[src/rtl/store_mem_ctrl.sv]
// Read-modify-write store controller: sw writes directly, sb/sh read the old word and merge the low lane.
// Optional STORE_ALIGN_CHECK_EN rejects misaligned sw/sh with err=1 and no memory write.
module store_mem_ctrl #(
    parameter int MEM_LATENCY = 1
) (
    input  logic        clk,
    input  logic        reset,
    input  logic        start,
    input  logic [1:0]  store_type,
    input  logic [31:0] addr,
    input  logic [31:0] B_in,
    input  logic [31:0] mem_rdata,
    output logic [31:0] mem_addr,
    output logic        mem_wr,
    output logic [31:0] mem_wdata,
    output logic [31:0] MDR_out,
    output logic        busy,
    output logic        done,
    output logic        err
);

    typedef enum logic [1:0] {
        IDLE  = 2'd0,
        READ  = 2'd1,
        WRITE = 2'd2,
        DONE  = 2'd3
    } state_t;

    localparam logic [1:0] TYPE_SW  = 2'b00;
    localparam logic [1:0] TYPE_SB  = 2'b01;
    localparam logic [1:0] TYPE_ILL = 2'b11;
    localparam logic [3:0] LAT      = 4'(MEM_LATENCY);

    state_t      state_q, state_d;
    logic [31:0] addr_q, addr_d;
    logic [15:0] b_q, b_d;
    logic [1:0]  type_q, type_d;
    logic [3:0]  cnt_q, cnt_d;
    logic [31:0] mdr_q, mdr_d;
    logic [31:0] wdata_q, wdata_d;
    logic        wr_q, wr_d;
    logic        busy_q, busy_d;
    logic        done_q, done_d;
    logic        err_q, err_d;
    logic        misaligned;

    always_comb begin
`ifdef STORE_ALIGN_CHECK_EN
        misaligned = ((store_type == 2'b10) && addr[0]) ||
                     ((store_type == TYPE_SW) && (addr[1:0] != 2'b00));
`else
        misaligned = 1'b0;
`endif
    end

    // Outputs are computed for the upcoming state so they come straight from flops.
    always_comb begin
        state_d = state_q;
        addr_d  = addr_q;
        b_d     = b_q;
        type_d  = type_q;
        cnt_d   = cnt_q;
        mdr_d   = mdr_q;
        err_d   = err_q;
        wdata_d = 32'd0;
        wr_d    = 1'b0;
        busy_d  = 1'b0;
        done_d  = 1'b0;
        case (state_q)
            IDLE: begin
                if (start) begin
                    addr_d = addr;
                    b_d    = B_in[15:0];
                    type_d = store_type;
                    err_d  = 1'b0;
                    if ((store_type == TYPE_ILL) || misaligned) begin
                        err_d   = 1'b1;
                        done_d  = 1'b1;
                        state_d = DONE;
                    end else if (store_type == TYPE_SW) begin
                        wr_d    = 1'b1;
                        busy_d  = 1'b1;
                        wdata_d = B_in;
                        state_d = WRITE;
                    end else begin
                        busy_d  = 1'b1;
                        cnt_d   = LAT;
                        state_d = READ;
                    end
                end
            end
            READ: begin
                busy_d = 1'b1;
                if (cnt_q <= 4'd1) begin
                    mdr_d   = mem_rdata;
                    cnt_d   = 4'd0;
                    wr_d    = 1'b1;
                    // Merges always land in the low lane, whatever addr[1:0] is.
                    wdata_d = (type_q == TYPE_SB) ? {mem_rdata[31:8], b_q[7:0]}
                                                  : {mem_rdata[31:16], b_q};
                    state_d = WRITE;
                end else begin
                    cnt_d = cnt_q - 4'd1;
                end
            end
            WRITE: begin
                done_d  = 1'b1;
                state_d = DONE;
            end
            DONE: begin
                state_d = IDLE;
            end
            default: begin
                state_d = IDLE;
            end
        endcase
    end

    always_ff @(posedge clk or posedge reset) begin
        if (reset) begin
            state_q <= IDLE;
            addr_q  <= 32'd0;
            b_q     <= 16'd0;
            type_q  <= 2'd0;
            cnt_q   <= 4'd0;
            mdr_q   <= 32'd0;
            wdata_q <= 32'd0;
            wr_q    <= 1'b0;
            busy_q  <= 1'b0;
            done_q  <= 1'b0;
            err_q   <= 1'b0;
        end else begin
            state_q <= state_d;
            addr_q  <= addr_d;
            b_q     <= b_d;
            type_q  <= type_d;
            cnt_q   <= cnt_d;
            mdr_q   <= mdr_d;
            wdata_q <= wdata_d;
            wr_q    <= wr_d;
            busy_q  <= busy_d;
            done_q  <= done_d;
            err_q   <= err_d;
        end
    end

    assign mem_addr  = addr_q;
    assign mem_wr    = wr_q;
    assign mem_wdata = wdata_q;
    assign MDR_out   = mdr_q;
    assign busy      = busy_q;
    assign done      = done_q;
    assign err       = err_q;

endmodule

[config.mk]
export PLATFORM = sky130hd
export DESIGN_NAME = store_mem_ctrl
export DESIGN_NICKNAME = d
export VERILOG_FILES = /design/src/rtl/store_mem_ctrl.sv
export SDC_FILE = /design/constraint.sdc
export NUM_CORES = 1
export LEC_CHECK = 0
export ABC_AREA = 1
export CORE_MARGIN = 2
export CORE_UTILIZATION = 35
export DETAILED_ROUTE_END_ITERATION = 6
export DONT_BUFFER_PORTS = 1
export GPL_TIMING_DRIVEN = 1
export HOLD_SLACK_MARGIN = 0.1
export PLACE_DENSITY = 0.48
export SKIP_CTS_REPAIR_TIMING = 1
export SYNTH_ARGS = -nofsm -noshare
export SYNTH_HDL_FRONTEND = slang
export SYNTH_SLANG_ARGS = --single-unit
[constraint.sdc]
create_clock -name clk -period 6.85 [get_ports clk]
set_input_delay 1.37 -clock clk [delete_from_list [all_inputs] [get_ports clk]]
set_output_delay 1.37 -clock clk [all_outputs]
set_load 0.01 [all_outputs]
==> results.txt, run 1 <==
r2r startpoint: state_q[0]
die width: 123.4 um
Final Critical Period: 2.527 ns
grt ovf: 0
Max-slew headroom: 0.3471
DIE HEIGHT: 123.4 um
worst skew pair latency: 0.42 ns
Root Driver: clkbuf_16
reg-to-reg setup timing slack: 4.44 ns
Pwr Total: 2.801 mW
Post-Syn Instances: 540
ANT cells: 0
DRC: 0
First-pass DRT Iterations: 4
Fin. Hold Viols: 0
Clock transition at path regs: 0.06 ns
combinational power share: 0.208
most common cell after layout, fill and taps aside: nand2_1
post-DP HPWL: 7.820 mm
max-slew violations: 0
status: finished clean
CP Max Fanout: 73
quantity of I/O buffers inserted on ports: 0
Net Sw Power: 1.019 mW
Setup violations, final: 0
Warnings, synthesis: 0
Peak VDD IR: 191.2 uV
Worst path max stage delay: 0.50 ns
synth top area cells: dfrtp_1, nand2_1, o21ai_0
# IOs: 201
first-pass GRT wire length: 17.90 mm
GRT Total Usage: 0.1584
FF-to-FF End: cnt_q[3]
slowest stage cell, crit path: nand2_4
Layout area overhead: 13.92%
Layout Nets: 646
CP cell instances: nand2_4 > inv_2 > nand2_2 > nand2_2 > a21oi_1 > nor2_1
CTS Sinks: 124
maximum number of pins on one net before global-route repair: 80
Synth Cell Area: 4987 sq um
RSZ-0062 raised after global routing: no
P_leak: 2.987 nW
Routed Antenna Nets: 0
Worst-Margin Slew: 0.9794 ns
clock tree buffer depth: 2
class of the worst hold path: register to register
crit path DAT: 2.83 ns
Hold Path Depth: 2
wire per inst: 15.85 um
die area: 15220 sq um
Hold Crit Start: b_q[2]
critical path startpoint category: input port
initial antenna violation count: 0
share of total power in sequential cells: 0.479
Critical Path RT: 7.15 ns
P_int: 1.782 mW
CP Class: input port to register
Seq/Total Area, Yosys: 0.6222
Tcrit/Tclk final: 0.3689
initial DRC count: 179
commonest non-fill, non-tap cells in the layout: nand2_1, dfrtp_1, o21ai_0
Synth Area per Inst: 9.236 sq um
Initial Util: 0.3593
final setup TNS: 0 ns
layout cells sized above 1: 0.09800
Via Count: 3478
Worst setup EP type: register
cts bufs inserted: 17
Final GP Congestion: 0.7019
Fill cells: 1376
R2R cell count: 9
syn nets: 648
Net Sw Frac: 0.3638
Achievable Freq: 0.3957 GHz
maxcap violations: 0
cell repeated most along the worst path: nand2_2
leading area contributor after synthesis: dfrtp_1
core area: 13880 sq um
Fin Hold WS: 0.4848 ns
Routed WL: 11.59 mm
Setup Skew: 0.004338 ns
vias per cell: 4.758
clock network power share: 0.313
# rows: 43
Power Density: 492.9 nW/um^2
FF+latch count, synth: 124
distinct cell type count after synthesis: 24
hold path endpoint: b_q[2]
vias in the first global route: 3504
Yosys top cell area share: 0.6222
CTS tree: done
CTS HTree Levels: 4
Layout Utilization: 0.4093
-- flip-flops by register name (all words and copies together) (netlist names) --
| register | count |
|---|---|
| MDR_out | 32 |
| b_q | 16 |
| busy | 1 |
| cnt_q | 4 |
| done | 1 |
| err | 1 |
| mem_addr | 32 |
| mem_wdata | 32 |
| mem_wr | 1 |
| state_q | 2 |
| type_q | 2 |
-- cells in the mapped netlist, drive strengths merged --
| cell type | instances |
|---|---|
| clkbuf | 12 |
| or2 | 1 |
| o21ai | 82 |
| o211ai | 1 |
| nor3 | 1 |
| ha | 7 |
| nand2 | 218 |
| buf | 11 |
| clkinv | 1 |
| nor2 | 5 |
| o22ai | 1 |
| dfrtp | 124 |
| a21oi | 2 |
| nand3 | 20 |
| inv | 54 |
-- worst max path at each step --
stage / startpoint / to
final: start / cnt_q[2]
after global routing: state_q[0] / cnt_q[3]
after CTS: start / cnt_q[3]
after detailed placement: start / cnt_q[3]
after global placement: start / cnt_q[2]
after floorplan: reset / MDR_out[0]
-- kinds of logic after synthesis --
group,synth area share
buffers and inverters,0.06673
and+or+nand+nor,0.1989
adders and majority gates,0.01756
DFF,0.6222
AOI/OAI and AO/OA,0.09458
-- through the flow --
step,setup slack [ns],cell area (sq um),instances
2_1_floorplan,2.181,4987,540
3_3_place_gp,3.886,5104,699
3_5_place_dp,3.828,5104,699
4_1_cts,4.271,5682,731
5_1_grt,4.096,5682,731
6_report,4.323,5682,731
-- worst max-delay path, delay by kind of cell --
| kind | cells | cell delay, ns |
|---|---|---|
| AND/OR/NAND/NOR | 4 | 0.85 |
| buffers and inverters | 1 | 0.44 |
| AO/OA/AOI/OAI | 1 | 0.15 |
-- per-layer routing --
metal | global-route usage | wire, um
met1 | 0.1810 | 4651
met5 | 0 | 0
met4 | 0.08310 | 282
met2 | 0.2459 | 5161
met3 | 0.07565 | 1492
-- power groups by stage --
stage | registers (mW) | clock network (mW) | logic [mW]
2_1_floorplan | 1.29 | 0 | 0.501
3_3_place_gp | 1.36 | 0 | 0.573
3_5_place_dp | 1.35 | 0 | 0.603
4_1_cts | 1.35 | 0.897 | 0.598
5_1_grt | 1.38 | 0.933 | 0.698
6_report | 1.34 | 0.876 | 0.582
-- area by class of cell --
class	count	area (sq um)	area share
sequential	124	3103	0.5461
inverter	55	209.0	0.03678
timing repair buffer	2	15.01	0.002643
tap	180	225.2	0.03964
clock inverter	12	121.4	0.02136
multi-input combinational	338	1551	0.2731
clock buffer	20	456.7	0.08038
(Power assumes the default switching activity.)
==> inputs of run 2 (changes only) <==
==> constraint.sdc (replaced) <==
create_clock -name clk -period 2.38 [get_ports clk]
set_input_delay 0.476 -clock clk [delete_from_list [all_inputs] [get_ports clk]]
set_output_delay 0.476 -clock clk [all_outputs]
set_load 0.01 [all_outputs]
==> results.txt, run 2 (synthesized netlist as in run 1, its figures left out) <==
non-filler cells, final: 734 (+0.41%)
maxcap violations: 0 (unchanged)
CTS HTree Levels: 4 (unchanged)
die width: 123.4 um (unchanged)
RSZ-0062 raised after global routing: no
Setup Skew: 0.005086 ns (+0.0007483 ns)
max-slew violations: 0 (unchanged)
Final GP Congestion: 0.7499 (+6.8%)
Clock transition at path regs: 0.05 ns (about the same)
maximum number of pins on one net before global-route repair: 125 (+56%)
Placed Area: 5147 sq um (+0.86%)
Setup violations, final: 0 (unchanged)
CP Max Fanout: 31 (-58%)
Root Driver: clkbuf_16
vias per cell: 4.781 (+0.48%)
core area: 13880 sq um (unchanged)
Final Critical Period: 1.879 ns
reg-to-reg setup timing slack: 0.50 ns (-3.94 ns)
Initial Util: 0.3593 (unchanged)
commonest non-fill, non-tap cells in the layout: nand2_1, dfrtp_1, o21ai_0
GRT Total Usage: 0.1613 (+0.002830)
critical path startpoint category: register
initial DRC count: 151 (-16%)
Critical Path RT: 2.70 ns (-4.45 ns)
status: finished clean
Routed WL: 11.85 mm (+2.3%)
quantity of I/O buffers inserted on ports: 0 (unchanged)
Peak VDD IR: 548.7 uV (+190%)
Power Density: 1402 nW/um^2 (+180%)
most common cell after layout, fill and taps aside: nand2_1
slowest stage cell, crit path: dfrtp_1
First-pass DRT Iterations: 4 (unchanged)
area of the multi-input gates: 1551 sq um (unchanged)
vias in the first global route: 3441 (-1.8%)
# IOs: 201 (unchanged)
wire per inst: 16.15 um (+1.9%)
FF-to-FF End: mem_wdata[4]
Fill cells: 1346 (-2.2%)
Routed Antenna Nets: 0 (unchanged)
Achievable Freq: 0.5322 GHz
Layout Nets: 650 (+0.62%)
layout cells sized above 1: 0.09747 (-0.0005307)
P_leak: 2.997 nW (+0.35%)
post-DP HPWL: 8.027 mm (+2.6%)
ANT cells: 0 (unchanged)
dpl cells: 703 (+0.57%)
Layout area overhead: 14.38%
Top delay family on crit path: simple AND/OR/NAND/NOR gates
Layout Utilization: 0.4109 (+0.001623)
Critical path buffers and inverters: 1 (unchanged)
die area: 15220 sq um (unchanged)
fin area: 5704 sq um (+0.40%)
DRC: 0 (unchanged)
grt ovf: 0 (unchanged)
CTS Sinks: 124 (unchanged)
Via Count: 3509 (+0.89%)
clock tree buffer depth: 2 (unchanged)
Worst setup EP type: register
DIE HEIGHT: 123.4 um (unchanged)
CP cell instances: inv_1 > ha_1 > nand2_4 > nor2_8 > nand2_4 > o21ai_0
Tcrit/Tclk final: 0.7895
Fin. Hold Viols: 0 (unchanged)
r2r startpoint: state_q[0]
worst skew pair latency: 0.41 ns (about the same)
first-pass GRT wire length: 18.30 mm (+2.2%)
Worst-Margin Slew: 0.6480 ns (-0.3314 ns)
CTS tree: done
Max-slew headroom: 0.5680 (+0.2210)
Worst path max stage delay: 0.39 ns (-0.11 ns)
cell repeated most along the worst path: nand2_4
Register Area: 3103 sq um (unchanged)
# rows: 43 (unchanged)
cts bufs inserted: 17 (unchanged)
final setup TNS: 0 ns (unchanged)
crit path DAT: 2.20 ns (-0.63 ns)
CP Class: register to register
initial antenna violation count: 0 (unchanged)
class of the worst hold path: input port to asynchronous set/reset pin
R2R cell count: 6 (-3)
run 2: cell count changes in the layout (fill, tap and decap cells not counted):
cell and delta:
buf_4 +3, clkbuf_1 +3, clkinv_2 -3, clkbuf_8 +2, buf_12 +1, bufinv_16 -1, clkinvlp_4 -1, inv_4 -1
run 2: worst reg2reg max path, delay by kind of cell (launching register included):
kind,cells,cell delay (ns)
simple gates,3,0.78
compound gates,1,0.23
fa+ha+maj,1,0.30
flops,1,0.39
buf+inv,1,0.10
run 2: final cells by class:
cell class	instances	area share
tap	180	0.03948
timing repair buffer	6	0.01009
inverter	55	0.03685
multi-input combinational	338	0.2720
clock inverter	6	0.01075
clock buffer	25	0.08686
sequential	124	0.5440
run 2: worst max-delay path by stage:
stage	startpoint	endpoint	slack [ns]	depth (start not counted)
3_3_place_gp	state_q[0]	mem_wdata[0]	0.58	6
3_5_place_dp	state_q[0]	mem_wdata[0]	0.48	6
5_1_grt	state_q[0]	mem_wdata[0]	0.30	6
6_report	state_q[0]	mem_wdata[4]	0.50	6
4_1_cts	state_q[0]	mem_wdata[0]	0.46	6
2_1_floorplan	reset	MDR_out[0]	0.38	1
run 2: power by group:
group | internal, mW | leakage (nW) | switching (mW)
sequential | 2.97 | 1.59 | 0.888
clock | 1.54 | 0.273 | 0.883
combinational | 0.597 | 1.14 | 1.12
total | 5.11 | 3.00 | 2.89
run 2: metrics by stage:
stage	power, mW	hold slack, ns	setup WS [ns]
finish	7.995	0.1444	0.5009
floorplan	5.145	0.4530	0.3787
detailed placement	5.643	0.4748	0.4848
CTS	8.129	0.1551	0.4559
global route	8.641	0.1579	0.2998
global placement	5.558	0.4649	0.5804
run 2: layer usage:
| layer | wire length (um) | share of wire | track usage | vias up |
|---|---|---|---|---|
| li1 | - | - | - | 1681 |
| met1 | 4880 | 0.41 | 0.1875 | 1634 |
| met2 | 5318 | 0.45 | 0.2510 | 181 |
| met3 | 1477 | 0.12 | 0.08164 | 13 |
| met4 | 176 | 0.015 | 0.06818 | 0 |
| met5 | 0 | 0 | 0 | - |
==> inputs of run 3 (changes only) <==
==> constraint.sdc (replaced) <==
create_clock -name clk -period 1.8 [get_ports clk]
set_input_delay 0.36 -clock clk [delete_from_list [all_inputs] [get_ports clk]]
set_output_delay 0.36 -clock clk [all_outputs]
set_load 0.01 [all_outputs]
==> results.txt, run 3 (synthesized netlist as in run 1, its figures left out) <==
status: finished clean
Layout Nets: 705 (+8.5%)
Setup violations, final: 0 (unchanged)
vias in the first global route: 3519 (+2.3%)
Peak VDD IR: 678.5 uV (+24%)
share of total power in sequential cells: 0.482 (about the same)
class of the worst hold path: input port to register
dpl cells: 711 (+1.1%)
CTS tree: done
quantity of I/O buffers inserted on ports: 0 (unchanged)
Hold Path Depth: 2
initial antenna violation count: 0 (unchanged)
non-filler cells, final: 788 (+7.4%)
max-slew violations: 0 (unchanged)
Fin. Hold Viols: 0 (unchanged)
# IOs: 201 (unchanged)
clock tree buffer depth: 2 (unchanged)
Net Sw Power: 3.862 mW (+34%)
reg-to-reg setup timing slack: 0.17 ns (-0.33 ns)
Final Critical Period: 1.626 ns (-0.2530 ns)
most common cell after layout, fill and taps aside: nand2_1
Critical Path RT: 2.06 ns (-0.64 ns)
cts bufs inserted: 17 (unchanged)
Tcrit/Tclk final: 0.9034 (+0.1138)
Via Count: 3704 (+5.6%)
post-DP HPWL: 8.474 mm (+5.6%)
core area: 13880 sq um (unchanged)
fin area: 6228 sq um (+9.2%)
ANT cells: 0 (unchanged)
die width: 123.4 um (unchanged)
slowest stage cell, crit path: buf_4
Clock transition at path regs: 0.05 ns (about the same)
CTS HTree Levels: 4 (unchanged)
post-route setup slack: 0.1739 ns (-0.3270 ns)
DIE HEIGHT: 123.4 um (unchanged)
maxcap violations: 0 (unchanged)
Root Driver: clkbuf_16
P_leak: 3.226 nW (+7.6%)
commonest non-fill, non-tap cells in the layout: nand2_1, dfrtp_1, o21ai_0
Hold Crit Start: addr[24]
clock network power share: 0.288 (-0.015)
combinational power share: 0.230 (+0.016)
First-pass DRT Iterations: 4 (unchanged)
wire per inst: 15.62 um (-3.2%)
r2r startpoint: state_q[0]
FF-to-FF End: b_q[5]
Routed Antenna Nets: 0 (unchanged)
CP Class: register to register
Routed WL: 12.31 mm (+3.9%)
RSZ-0062 raised after global routing: no
Worst path max stage delay: 0.42 ns (+0.03 ns)
worst skew pair latency: 0.41 ns (about the same)
Initial Util: 0.3593 (unchanged)
initial DRC count: 110 (-27%)
Layout area overhead: 24.89%
Layout Utilization: 0.4487 (+0.03777)
Pwr Total: 10.62 mW (+33%)
die area: 15220 sq um (unchanged)
P_int: 6.762 mW (+32%)
CP cell instances: inv_1 > ha_1 > nand2_4 > buf_4 > o21ai_0
vias per cell: 4.701 (-1.7%)
CP Max Fanout: 50 (+61%)
first-pass GRT wire length: 18.14 mm (-0.86%)
hold path endpoint: mem_addr[24]
Placed Area: 5233 sq um (+1.7%)
Final GP Congestion: 0.7360 (-1.9%)
GRT Total Usage: 0.1591 (-0.002155)
Worst setup EP type: register
Max-slew headroom: 0.6297 (+0.06166)
Achievable Freq: 0.6150 GHz (+16%)
grt ovf: 0 (unchanged)
critical path startpoint category: register
layout cells sized above 1: 0.1003 (+0.002856)
Setup Skew: 0.006818 ns (+0.001732 ns)
# rows: 43 (unchanged)
DRC: 0 (unchanged)
Worst-Margin Slew: 0.5543 ns (-0.09366 ns)
CTS Sinks: 124 (unchanged)
crit path DAT: 1.89 ns (-0.31 ns)
Power Density: 1706 nW/um^2 (+22%)
R2R cell count: 5 (-1)
Net Sw Frac: 0.3635 (+0.002261)
pre-CTS WS: 0.1932 ns (-0.2917 ns)
maximum number of pins on one net before global-route repair: 51 (-59%)
[run 3: changes by cell type in the layout (fill, tap and decap cells not counted), sizes merged]
cell         delta
buf             +8
clkbuf          -3
clkinv          +2
dlygate4sd3    +47
[run 3: worst max path at each step]
stage            endpoint  depth (start not counted)  slack (ns)       start
2_1_floorplan  MDR_out[0]                          1       -0.09       reset
3_3_place_gp       b_q[5]                          5        0.26  state_q[0]
3_5_place_dp       b_q[5]                          5        0.19  state_q[0]
4_1_cts            b_q[5]                          5        0.18  state_q[0]
5_1_grt            b_q[5]                          5        0.05  state_q[0]
6_report           b_q[5]                          5        0.17  state_q[0]
[run 3: layout make-up]
cell class	instances	area [sq um]
Fill cell	1333	7652
Sequential cell	124	3103
Multi-Input combinational cell	338	1551
Timing Repair Buffer	61	613.1
Clock buffer	22	454.2
Tap cell	180	225.2
Inverter	55	210.2
Clock inverter	8	71.32
[run 3: critical path, delay by kind of cell (launching register included)]
family	cells	cell delay, ns
and+or+nand+nor	1	0.15
buffers and inverters	2	0.49
adders and majority gates	1	0.28
DFF	1	0.37
AOI/OAI and AO/OA	1	0.17
[run 3: power groups by stage]
stage / combinational, mW / clock, mW / sequential (mW)
CTS: 2.40 / 3.15 / 5.14
floorplan: 1.91 / 0 / 4.90
global route: 2.87 / 3.30 / 5.27
global placement: 2.28 / 0 / 5.16
finish: 2.44 / 3.06 / 5.12
detailed placement: 2.41 / 0 / 5.15
[run 3: through the flow]
stage	hold slack [ns]	setup TNS, ns
global placement	0.3080	0
global route	0.1005	0
floorplan	0.4530	-10.58
finish	0.07469	0
CTS	-0.1265	0
detailed placement	0.3100	0
[run 3: metal layers]
layer | wire (um) | share of wire | global-route usage
met5 | 0 | 0 | 0
met4 | 182 | 0.015 | 0.06605
met2 | 5649 | 0.46 | 0.2448
met3 | 1361 | 0.11 | 0.07611
met1 | 5118 | 0.42 | 0.1909
